[config.mk]
export PLATFORM = sky130hd
export DESIGN_NAME = alu_seq_ctrl
export DESIGN_NICKNAME = d
export VERILOG_FILES = /design/src/rtl/alu_seq_pkg.sv /design/src/rtl/alu_seq_ctrl.sv
export SDC_FILE = /design/constraint.sdc
export NUM_CORES = 1
export LEC_CHECK = 0
export CORE_UTILIZATION = 46
export CTS_CLUSTER_SIZE = 16
export DETAILED_ROUTE_END_ITERATION = 16
export GPL_ROUTABILITY_DRIVEN = 0
export PLACE_DENSITY = 0.91
export SKIP_LAST_GASP = 1
export SLEW_MARGIN = 20
export SYNTH_ARGS = -nofsm -noshare
export SYNTH_HDL_FRONTEND = slang
export SYNTH_SLANG_ARGS = --single-unit
[constraint.sdc]
create_clock -name clk -period 4.8 [get_ports clk]
set_clock_uncertainty 0.2 [all_clocks]
set_input_delay 0.72 -clock clk [delete_from_list [all_inputs] [get_ports clk]]
set_output_delay 0.72 -clock clk [all_outputs]
set_load 0.01 [all_outputs]
[src/rtl/alu_seq_pkg.sv]
// Shared definitions for the ALU sequencing controller: state encoding,
// instruction field layout and default widths.
package alu_seq_pkg;

    localparam int unsigned OP_W_DEFAULT  = 4;
    localparam int unsigned CNT_W_DEFAULT = 16;
    localparam int unsigned REG_ADDR_W    = 5;

    // Instruction word layout, LSB first: rt, rs, rd, alu_op, wb (MSB).
    localparam int unsigned RT_LSB = 0;
    localparam int unsigned RS_LSB = RT_LSB + REG_ADDR_W;
    localparam int unsigned RD_LSB = RS_LSB + REG_ADDR_W;
    localparam int unsigned OP_LSB = RD_LSB + REG_ADDR_W;

    // Total instruction width for a given opcode width.
    function automatic int unsigned instr_width(input int unsigned op_w);
        return OP_LSB + op_w + 1;
    endfunction

    typedef enum logic [2:0] {
        ST_IDLE  = 3'd0,
        ST_READ  = 3'd1,
        ST_EXEC  = 3'd2,
        ST_WRITE = 3'd3,
        ST_DONE  = 3'd4
    } state_e;

endpackage : alu_seq_pkg

[src/rtl/alu_seq_ctrl.sv]
// ALU sequencing controller: accepts one instruction word, then walks it
// through READ (load operands), EXEC (load result/flags), WRITE (register
// file write) and DONE (retire + count).
// Optional build macro ALU_SEQ_R0_PROTECT_EN: suppress register-file writes
// to address 0 while still retiring and counting the instruction.
module alu_seq_ctrl
    import alu_seq_pkg::*;
#(
    parameter int unsigned OP_W  = OP_W_DEFAULT,
    parameter int unsigned CNT_W = CNT_W_DEFAULT
) (
    input  logic                  clk,
    input  logic                  rst,
    input  logic                  instr_valid,
    input  logic [OP_W+15:0]      instr,
    output logic                  instr_ready,
    input  logic                  hold,
    output logic [REG_ADDR_W-1:0] R_Addr_A,
    output logic [REG_ADDR_W-1:0] R_Addr_B,
    output logic [REG_ADDR_W-1:0] W_Addr,
    output logic [OP_W-1:0]       ALU_OP,
    output logic                  ld_ab,
    output logic                  ld_f,
    output logic                  Reg_Write,
    output logic                  busy,
    output logic                  done,
    output logic [CNT_W-1:0]      instr_count
);

    localparam int unsigned INSTR_W = instr_width(OP_W);
    localparam int unsigned WB_BIT  = INSTR_W - 1;

    state_e state;
    logic   wr_en_q;
    logic   wr_allow_c;
    logic   strobe_en_c;

    // Decide at capture time whether this instruction may write the register file.
`ifdef ALU_SEQ_R0_PROTECT_EN
    assign wr_allow_c = instr[WB_BIT] && (instr[RD_LSB +: REG_ADDR_W] != '0);
`else
    assign wr_allow_c = instr[WB_BIT];
`endif

    // Acceptance is possible only from IDLE and never while frozen.
    assign instr_ready = (state == ST_IDLE) && !hold;

    // Strobes are the registered state decoded, silenced while frozen or in reset.
    // A state only advances on a cycle where its strobe is actually shown, so
    // each strobe fires exactly once per instruction even across a hold.
    assign strobe_en_c = !hold && !rst;
    assign ld_ab       = strobe_en_c && (state == ST_READ);
    assign ld_f        = strobe_en_c && (state == ST_EXEC);
    assign Reg_Write   = strobe_en_c && (state == ST_WRITE) && wr_en_q;
    assign done        = strobe_en_c && (state == ST_DONE);

    // Sequencer: state register, field latch, busy flag and retirement counter.
    always_ff @(posedge clk) begin
        if (rst) begin
            state       <= ST_IDLE;
            R_Addr_A    <= '0;
            R_Addr_B    <= '0;
            W_Addr      <= '0;
            ALU_OP      <= '0;
            wr_en_q     <= 1'b0;
            busy        <= 1'b0;
            instr_count <= '0;
        end else if (!hold) begin
            unique case (state)
                ST_IDLE: begin
                    if (instr_valid) begin
                        R_Addr_A <= instr[RS_LSB +: REG_ADDR_W];
                        R_Addr_B <= instr[RT_LSB +: REG_ADDR_W];
                        W_Addr   <= instr[RD_LSB +: REG_ADDR_W];
                        ALU_OP   <= instr[OP_LSB +: OP_W];
                        wr_en_q  <= wr_allow_c;
                        busy     <= 1'b1;
                        state    <= ST_READ;
                    end
                end
                ST_READ: begin
                    state <= ST_EXEC;
                end
                ST_EXEC: begin
                    state <= ST_WRITE;
                end
                ST_WRITE: begin
                    state <= ST_DONE;
                end
                ST_DONE: begin
                    instr_count <= instr_count + CNT_W'(1);
                    busy        <= 1'b0;
                    state       <= ST_IDLE;
                end
                default: begin
                    busy  <= 1'b0;
                    state <= ST_IDLE;
                end
            endcase
        end
    end

endmodule : alu_seq_ctrl

==> results of run 1 <==
## power by group through the flow
stage          combinational [mW]  clock [mW]  sequential, mW
6_report                   0.0791       0.247           0.351
5_1_grt                    0.0865       0.268           0.353
4_1_cts                    0.0796       0.250           0.351
3_5_place_dp               0.0791           0           0.359
3_3_place_gp               0.0779           0           0.358
2_1_floorplan              0.0346           0           0.359
## registers in the layout (all words and copies together) (netlist names)
name,count
state,3
busy,1
W_Addr,5
wr_en_q,1
instr_count,16
ALU_OP,4
R_Addr_A,5
R_Addr_B,5
## critical path, delay by kind of cell
kind,cells,cell delay [ns]
buf+inv,2,1.15
simple gates,2,0.87
## cells by family after synthesis
family                     Yosys count  share of synthesized area [%]
and+or+nand+nor                    104                           29.8
DFF                                 40                           48.2
AOI/OAI and AO/OA                   37                           11.5
buffers and inverters               15                           4.22
xor gates and xnor gates             8                           4.22
muxes                                2                           1.28
adders and majority gates            1                          0.753
## path summary, 6_finish.rpt
kind	slack, ns	endpoint	cells past startpoint	start
worst min-delay path	0.26	W_Addr[3]$_SDFFE_PP0P_	2	W_Addr[3]$_SDFFE_PP0P_
worst min register to register	0.26	W_Addr[3]$_SDFFE_PP0P_	2	W_Addr[3]$_SDFFE_PP0P_
worst max-delay path	1.14	done	4	hold
worst max register to register	2.29	instr_count[14]$_SDFFE_PP0P_	4	state[2]$_SDFFE_PP0P_
## metrics by stage
stage	util [%]	instances	hold WS, ns	cell area (sq um)	total power [mW]
after floorplan	-	207	0.236	1660	0.394
after global placement	67.8	304	0.241	2300	0.436
final	70.7	312	0.260	2390	0.677
after detailed placement	67.8	304	0.245	2300	0.438
after global routing	70.7	312	0.280	2390	0.708
after CTS	70.7	312	0.261	2390	0.681
## layout make-up
type / instances / area (sq um)
flip-flops and latches: 40 / 801
repair buffers: 65 / 648
inverters: 1 / 3.75
fillers: 279 / 995
multi-input cells: 152 / 790
clock buffers: 7 / 65.1
well taps: 46 / 57.6
clock inverters: 1 / 30.0
## layout by cell type (no fill, tap or decap), types with 4 or more instances in the layout
master	count
nor2_1	14
and3_1	4
clkbuf_4	5
nor3_1	5
o21ai_0	5
nand4_1	6
or3_1	4
nor4_1	5
dfxtp_1	40
clkdlybuf4s50_1	64
xor2_1	5
nand2_1	53
a21oi_1	30
## per-layer routing
| layer | share of wire (%) | vias up |
|---|---|---|
| met2 | 51 | 33 |
| li1 | - | 820 |
| met3 | 3.1 | 7 |
| met4 | 1.9 | 0 |
| met1 | 44 | 742 |
| met5 | 0 | - |
==> results_dict.tcl, run 1 <==
set metrics [dict create \
    status "completed" \
    path_cells "clkdlybuf4s50_1, or4b_1, nor2_1, clkdlybuf4s50_1" \
    synth_seq_cells 40 \
    use_met2_pct 35.0 \
    first_global_vias 1327 \
    ant_nets 0 \
    rsz0062_at_grt "false" \
    cts_resized 0 \
    synthFlopType "dfxtp_1" \
    hpwl_microns 2750 \
    post_drt_wl_per_cell_microns 12.9 \
    pin_count 65 \
    worstSetupEndpointType "output pin" \
    peakVddDrop_uv 221 \
    slew_headroom_pct 53.6 \
    drive_gt1_share_pct 4.51 \
    dieHeight_microns 62.1 \
    synth-edff-count 0 \
    start_util_pct 49.0 \
    vias 1602 \
    synth_cells 207 \
    synth_fp_nets 232 \
    worstPathArrival_ns 2.74 \
    htreeDepth 2 \
    finalNetCount 290 \
    antenna_found_initial 0 \
    worst_ep_required_time_ns 3.88 \
    cpPeakStageDelay_ns 0.70 \
    antenna_cells 0 \
    p_sw_uw 153 \
    routed_via_density 5.13 \
    die_x_microns 62.1 \
    yosysTopAreaCell "dfxtp_1" \
    drv_cap 0 \
    critPathMaxFanout 12 \
    met1_usage_pct 26.2 \
    p_comb_share_pct 11.7 \
    cts-root-buf "clkbuf_4" \
    slew_viol_final 0 \
    yosys.cell_count.top_type "nand2_1" \
    clk_path_buf_depth 2 \
    grt_busiest_layer "met2" \
    hold_violations 0 \
    power_frac_seq_pct 51.8 \
    place_ws_ns 1.14 \
    cts_sinks 40 \
    grt_pass1_wl_microns 5880 \
    avgSynthCellArea_sq_um 8.02 \
    timing.critical_path.mode_cell "clkdlybuf4s50_1" \
    netlist_area_sq_mm 0.00166 \
    hold_buffers 0 \
    cts_tree "built" \
    core_sq_mm 0.00339 \
    hp-class "reg -> reg" \
    clkPwrFrac_pct 36.5 \
    clock_latency_ns 0.35 \
    yosys_warnings 0 \
    drc_errors 0 \
    netSwitchingFraction_pct 22.6 \
    worst_slack_ns 1.14 \
    crit_type "in -> out" \
    startpoint_type "input pin" \
    yosys-top-cells-area "dfxtp_1, nand2_1, a21oi_1" \
    yosysSeqAreaShare_pct 48.2 \
    synth_top_area_share_pct 48.2 \
    finalCritPeriodShare_pct 76.2 \
    p_per_area_mw_per_mm2 283 \
    first_pass_iters 4 \
    fin_setup_tns_ns 0 \
    met3_usage_pct 6.83 \
    ys_top_cells_by_count "nand2_1, dfxtp_1, a21oi_1" \
    setup_viol 0 \
    areaGrowthSynthToFinish_pct 44.2 \
    synth_cell_type_count 31 \
    numCtsBuffers 5 \
    grt_max_degree 43 \
    p_leak_nw 0.819 \
    grt-ovfl-total 0 \
    p_int_uw 525 \
    post_cts_buffers 0 \
    max_clock_freq_ghz 0.274 \
    async_flop_share_pct 0 \
    grtUsageTotal_pct 21.7 \
    crit_slowest_cell "or4b_1" \
    first_iter_violations 77 \
    die_area_sq_mm 0.00385 \
    port-buffer-count 64 \
    cts.clk_slew.worst_paths_ns 0.11 \
    routed_wl_microns 4010 \
    period_needed_ns 3.66 \
    tightest_slew_ns 0.697 \
    row_count 21 \
]
Note: power is estimated with default switching activity, not from simulation.
==> run 2: changes to the inputs <==
--- a/config.mk
+++ b/config.mk
@@ -5,11 +5,11 @@
 export SDC_FILE = /design/constraint.sdc
 export NUM_CORES = 1
 export LEC_CHECK = 0
-export CORE_UTILIZATION = 46
+export CORE_UTILIZATION = 39
 export CTS_CLUSTER_SIZE = 16
 export DETAILED_ROUTE_END_ITERATION = 16
 export GPL_ROUTABILITY_DRIVEN = 0
-export PLACE_DENSITY = 0.91
+export PLACE_DENSITY = 0.83
 export SKIP_LAST_GASP = 1
 export SLEW_MARGIN = 20
 export SYNTH_ARGS = -nofsm -noshare
==> constraint.sdc (replaced) <==
create_clock -name clk -period 3.3 [get_ports clk]
set_clock_uncertainty 0.2 [all_clocks]
set_input_delay 0.495 -clock clk [delete_from_list [all_inputs] [get_ports clk]]
set_output_delay 0.495 -clock clk [all_outputs]
set_load 0.01 [all_outputs]
==> run 2 against run 1 <==
Critical path depth unchanged. Sequential share of layout area down 0.24 points. Register-to-register slack worse by 1.5 ns. Total power up 40%. First-iteration DRC count up 22%. Setup slack worse by 0.84 ns. Non-clock buffer count up 2. Design area up 0.73%. Sequential power up 45%. Die area up 17%. Final cell count up 1.9%. Critical path type unchanged. Highest routed layer unchanged.
==> results_dict.tcl, run 2 (synthesis gave the netlist of run 1 again) <==
set metrics [dict create \
    status "completed" \
    hpwl_microns 2730 \
    met1_usage_pct 22.5 \
    cts_sinks 40 \
    worst_ep_required_time_ns 2.60 \
    first_global_vias 1334 \
    drc_errors 0 \
    p_leak_nw 0.829 \
    die_area_sq_mm 0.00452 \
    hold_buffers 0 \
    post_drt_wl_per_cell_microns 12.3 \
    r2r_cells 4 \
    grtUsageTotal_pct 17.5 \
    worst-path-stages 4 \
    use_met2_pct 27.9 \
    antenna_found_initial 0 \
    areaGrowthSynthToFinish_pct 45.3 \
    p_per_area_mw_per_mm2 394 \
    first_iter_violations 94 \
    routed_wl_microns 3900 \
    cts.clk_slew.worst_paths_ns 0.07 \
    final_common_cell "clkdlybuf4s50_1" \
    pin_count 65 \
    antenna_cells 0 \
    drive_gt1_share_pct 5.22 \
    hp-class "reg -> reg" \
    final_cell_mix "clkdlybuf4s50_1, nand2_1, dfxtp_1" \
    cts-root-buf "clkbuf_8" \
    timing.critical_path.mode_cell "clkdlybuf4s50_1" \
    clk_path_buf_depth 2 \
    fin_hold_ws_ns 0.254 \
    grt_busiest_layer "met2" \
    crit_type "in -> out" \
    place_ws_ns 0.312 \
    core_sq_mm 0.00406 \
    tightest_slew_ns 0.707 \
    cts_tree "built" \
    drv_cap 0 \
    stdcell_area_sq_mm 0.00241 \
    met3_usage_pct 4.22 \
    utilization_pct 59.5 \
    largest_reg_flops 16 \
    max_clock_freq_ghz 0.334 \
    slew_viol_final 0 \
    dieHeight_microns 67.2 \
    grt-ovfl-total 0 \
    worstSetupEndpointType "output pin" \
    finalCritPeriodShare_pct 90.7 \
    die_x_microns 67.2 \
    worstPathArrival_ns 2.30 \
    numCtsBuffers 5 \
    vias 1584 \
    hold_depth 2 \
    cpPeakStageDelay_ns 0.65 \
    top_register "instr_count" \
    nFillCells 390 \
    worst-path-buf-inv 2 \
    critPathMaxFanout 9 \
    grt_max_degree 42 \
    startpoint_type "input pin" \
    cts_resized 0 \
    routed_via_density 4.98 \
    start_util_pct 40.9 \
    ant_nets 0 \
    hold_violations 0 \
    clock_latency_ns 0.28 \
    worst_slack_ns 0.307 \
    post_cts_buffers 0 \
    grt_pass1_wl_microns 5990 \
    crit_slowest_cell "or4b_1" \
    first_pass_iters 4 \
    port-buffer-count 64 \
    path_cells "clkdlybuf4s50_1, or4b_1, nor2_1, clkdlybuf4s50_1" \
    slew_headroom_pct 52.9 \
    setup_viol 0 \
    peakVddDrop_uv 324 \
    finalNetCount 292 \
    rsz0062_at_grt "false" \
    dpl-instance-area_sq_mm 0.00232 \
    period_needed_ns 2.99 \
    cpLargestDelayFamily "buffers and inverters" \
    fin_setup_tns_ns 0 \
    htreeDepth 2 \
    row_count 23 \
]
==> run 2: cell count changes in the layout (fill, tap and decap cells not counted), sizes merged <==
cell,delta
buf,+2
clkinv,+2
bufinv,-1
clkbuf,-1
==> run 2: final cells by class <==
class                           instances  area (sq um)  share of cell area [%]
Timing Repair Buffer                   67           663                    27.5
Tap cell                               50          62.6                    2.59
Multi-Input combinational cell        152           790                    32.7
Inverter                                1          3.75                   0.156
Sequential cell                        40           801                    33.2
Clock inverter                          2          10.0                   0.415
Clock buffer                            6          82.6                    3.42
==> run 2: per-stage QoR <==
stage	instances	power (mW)
detailed placement	310	0.637
CTS	318	0.967
finish	318	0.951
global placement	310	0.635
global route	318	1.00
floorplan	207	0.573
==> run 2: path summary, 6_finish.rpt <==
kind | start | to | slack, ns
worst max-delay path | hold | done | 0.31
worst min-delay path | W_Addr[4]$_SDFFE_PP0P_ | W_Addr[4]$_SDFFE_PP0P_ | 0.25
worst max register to register | state[0]$_SDFFE_PP0P_ | instr_count[14]$_SDFFE_PP0P_ | 0.80
worst min register to register | W_Addr[4]$_SDFFE_PP0P_ | W_Addr[4]$_SDFFE_PP0P_ | 0.25
==> run 2: metal layers <==
metal  part of all wire [%]  up-vias  wire [microns]
met5                      0        -               0
met4                   0.79        0              31
met3                    3.1        2             120
met2                     48       32            1890
met1                     48      729            1860
li1                       -      821               -
==> run 2: where the power goes <==
group	leakage [nW]	switching (mW)	internal (mW)
clock	0.0510	0.159	0.167
combinational	0.453	0.0509	0.0641
sequential	0.325	0.0118	0.498
total	0.829	0.222	0.729
==> run 2: tightest hold or removal path: stages (launching register included) <==
cell and delay (ns):
dfxtp_1 0.31, nand2_1 0.05, a21oi_1 0.05
==> edit, RTL diff (settings of run 1) <==
Build with the macro `ALU_SEQ_R0_PROTECT_EN` defined.
--- a/src/rtl/alu_seq_ctrl.sv
+++ b/src/rtl/alu_seq_ctrl.sv
@@ -5,2 +5,4 @@
 // to address 0 while still retiring and counting the instruction.
+`define ALU_SEQ_R0_PROTECT_EN
+
 module alu_seq_ctrl
Formal check against the unedited RTL: not equivalent (Yosys sat finds a counterexample within 4 cycles, from zero or initial values and one cycle with rst high).
==> edit against run 1 <==
- global-route usage is 1.4 points lower
- count of clock-buffer cells in the layout stayed put
- design area is 0.68% lower
- setup slack better by 0.16 ns
- routed wire length is 8.5% lower
- area after synthesis is 0.60% higher
- sequential cell count stayed put
- power is 11% lower
- first-iteration DRC count is 29% higher
- largest cell class unchanged
- die area is 0.58% higher
- largest power group unchanged
==> edit: results (changes against run 1) <==
HP Class reg -> reg; post-synthesis adder-cell area fraction 0.007491 (-0.00004516); Commonest cells post-synth 48 x nand2_1, 40 x dfxtp_1, 29 x a21oi_1; placed cell count 306 (+0.66%); setup bufs post-CTS 0 (unchanged); Clock Latency Late Sink 0.34 ns; outcome finished, final reports clean; GRT Overall Usage 0.2028 (-0.01377); Routed WL per cell 11.72 um (-8.8%); LEAKAGE 0.7971 nW (-2.7%); crit path DAT 2.57 ns (-0.17 ns); clock tree buffer depth 2 (unchanged); CTS resizes 0 (unchanged); Synth Area in Compound Gates 0.1213 (+0.006051); first-pass GRT wire length 6279 um (+6.8%); met1 Resource Use GR 0.2193 (-0.04292); met3 GRT Util 0.09559 (+0.02727); async set or reset register ratio after synthesis 0 (unchanged); max_slew headroom 0.5363 (+0.0007940); Initial DRC Count 99 (+29%); initial antenna violation count 0 (unchanged); VDD IR max 0.0001699 V (-23%); crit-path max cell delay 0.63 ns (-0.07 ns); clock-pin slew on the worst setup and hold paths 0.10 ns; Top Family by Delay on Critical Path buffers and inverters; Worst path slowest cell or4b_4; mux cell area share after synthesis 0.01348 (+0.0006723); Post-Syn Nets 234 (+0.86%); layout cell share with drive strength beyond 1 0.05618 (+0.01107); register area share after synthesis 0.4794 (-0.002890); Most flops, register instr_count; Final HPWL DP 2643 um (-4.0%); pre-CTS setup slack 1.313 ns (+0.1682 ns); Netlist cell types 34 (+9.7%); final wirelength 3668 um (-8.5%); Post-Synth XOR/XNOR Area 0.04195 (-0.0002529); via count 1631 (+1.8%); Mean Syn Cell Area 7.992 um2 (-0.36%); PortBufs 64 (unchanged); met2 Resource Use GR 0.3379 (-0.01163); fillers 281 (+0.72%); Post-DP Area 2313 um2 (+0.60%); top cells by area, synth dfxtp_1 48%, nand2_1 11%, a21oi_1 8.7%; Top FF cell, synth dfxtp_1; most common cell in the netlist nand2_1; vias in the first global route 1512 (+14%); EDFF count, synth 0 (unchanged); final net count 292 (+0.69%); Largest register FFs 16 (unchanged); htree depth 2 (unchanged); CTS buffer count 5 (unchanged); largest net degree at the start of global routing 45 (+4.7%)
## edit: cell count changes in the layout (fill, tap and decap cells not counted), moves of 3 or more
cell,change
nor3_1,-3
nand2_1,-5
xnor2_1,+4
nand3_1,+6
and3_1,-3
nand4_1,-3
xor2_1,-4
nor2_1,+7
## edit: layer usage
layer  part of all wire  vias up
met4              0.023        0
met3              0.088        7
met5                  0        -
met2               0.48       59
li1                   -      825
met1               0.41      740
## edit: final timing paths
check | from | to | slack, ns | depth (start not counted)
setup / recovery | hold | done | 1.31 | 4
hold / removal | W_Addr[1] | W_Addr[1] | 0.26 | 2
setup reg to reg | state[0] | instr_count[14] | 2.35 | 4
hold reg to reg | W_Addr[1] | W_Addr[1] | 0.26 | 2
## edit: layout make-up
| cell class | count | area [um2] | area share |
|---|---|---|---|
| flip-flops and latches | 40 | 800.8 | 0.3367 |
| multi-input cells | 153 | 799.5 | 0.3361 |
| repair buffers | 65 | 648.1 | 0.2725 |
| clock buffers | 7 | 65.06 | 0.02735 |
| well taps | 46 | 57.56 | 0.02420 |
| inverters | 2 | 7.507 | 0.003156 |
## edit: power by group
part           switching [mW]  leakage [nW]  internal (mW)
clock                   0.101        0.0374         0.0831
combinational          0.0329         0.435         0.0410
sequential            0.00677         0.325          0.342
## edit: cells by family (layout without fill, tap and decap cells)
logic type / after synthesis / in the layout
muxes: 2 / 2
and+or+nand+nor: 104 / 104
adders and majority gates: 1 / 1
buffers and inverters: 16 / 74
xor gates and xnor gates: 8 / 8
DFF: 40 / 40
AOI/OAI and AO/OA: 38 / 38
## edit: worst register-to-register path, stage by stage, from the launching register on
cell and delay (ns):
dfxtp_1 0.44, or4b_4 0.66, or3_4 0.45, or4_1 0.49, a21oi_1 0.15
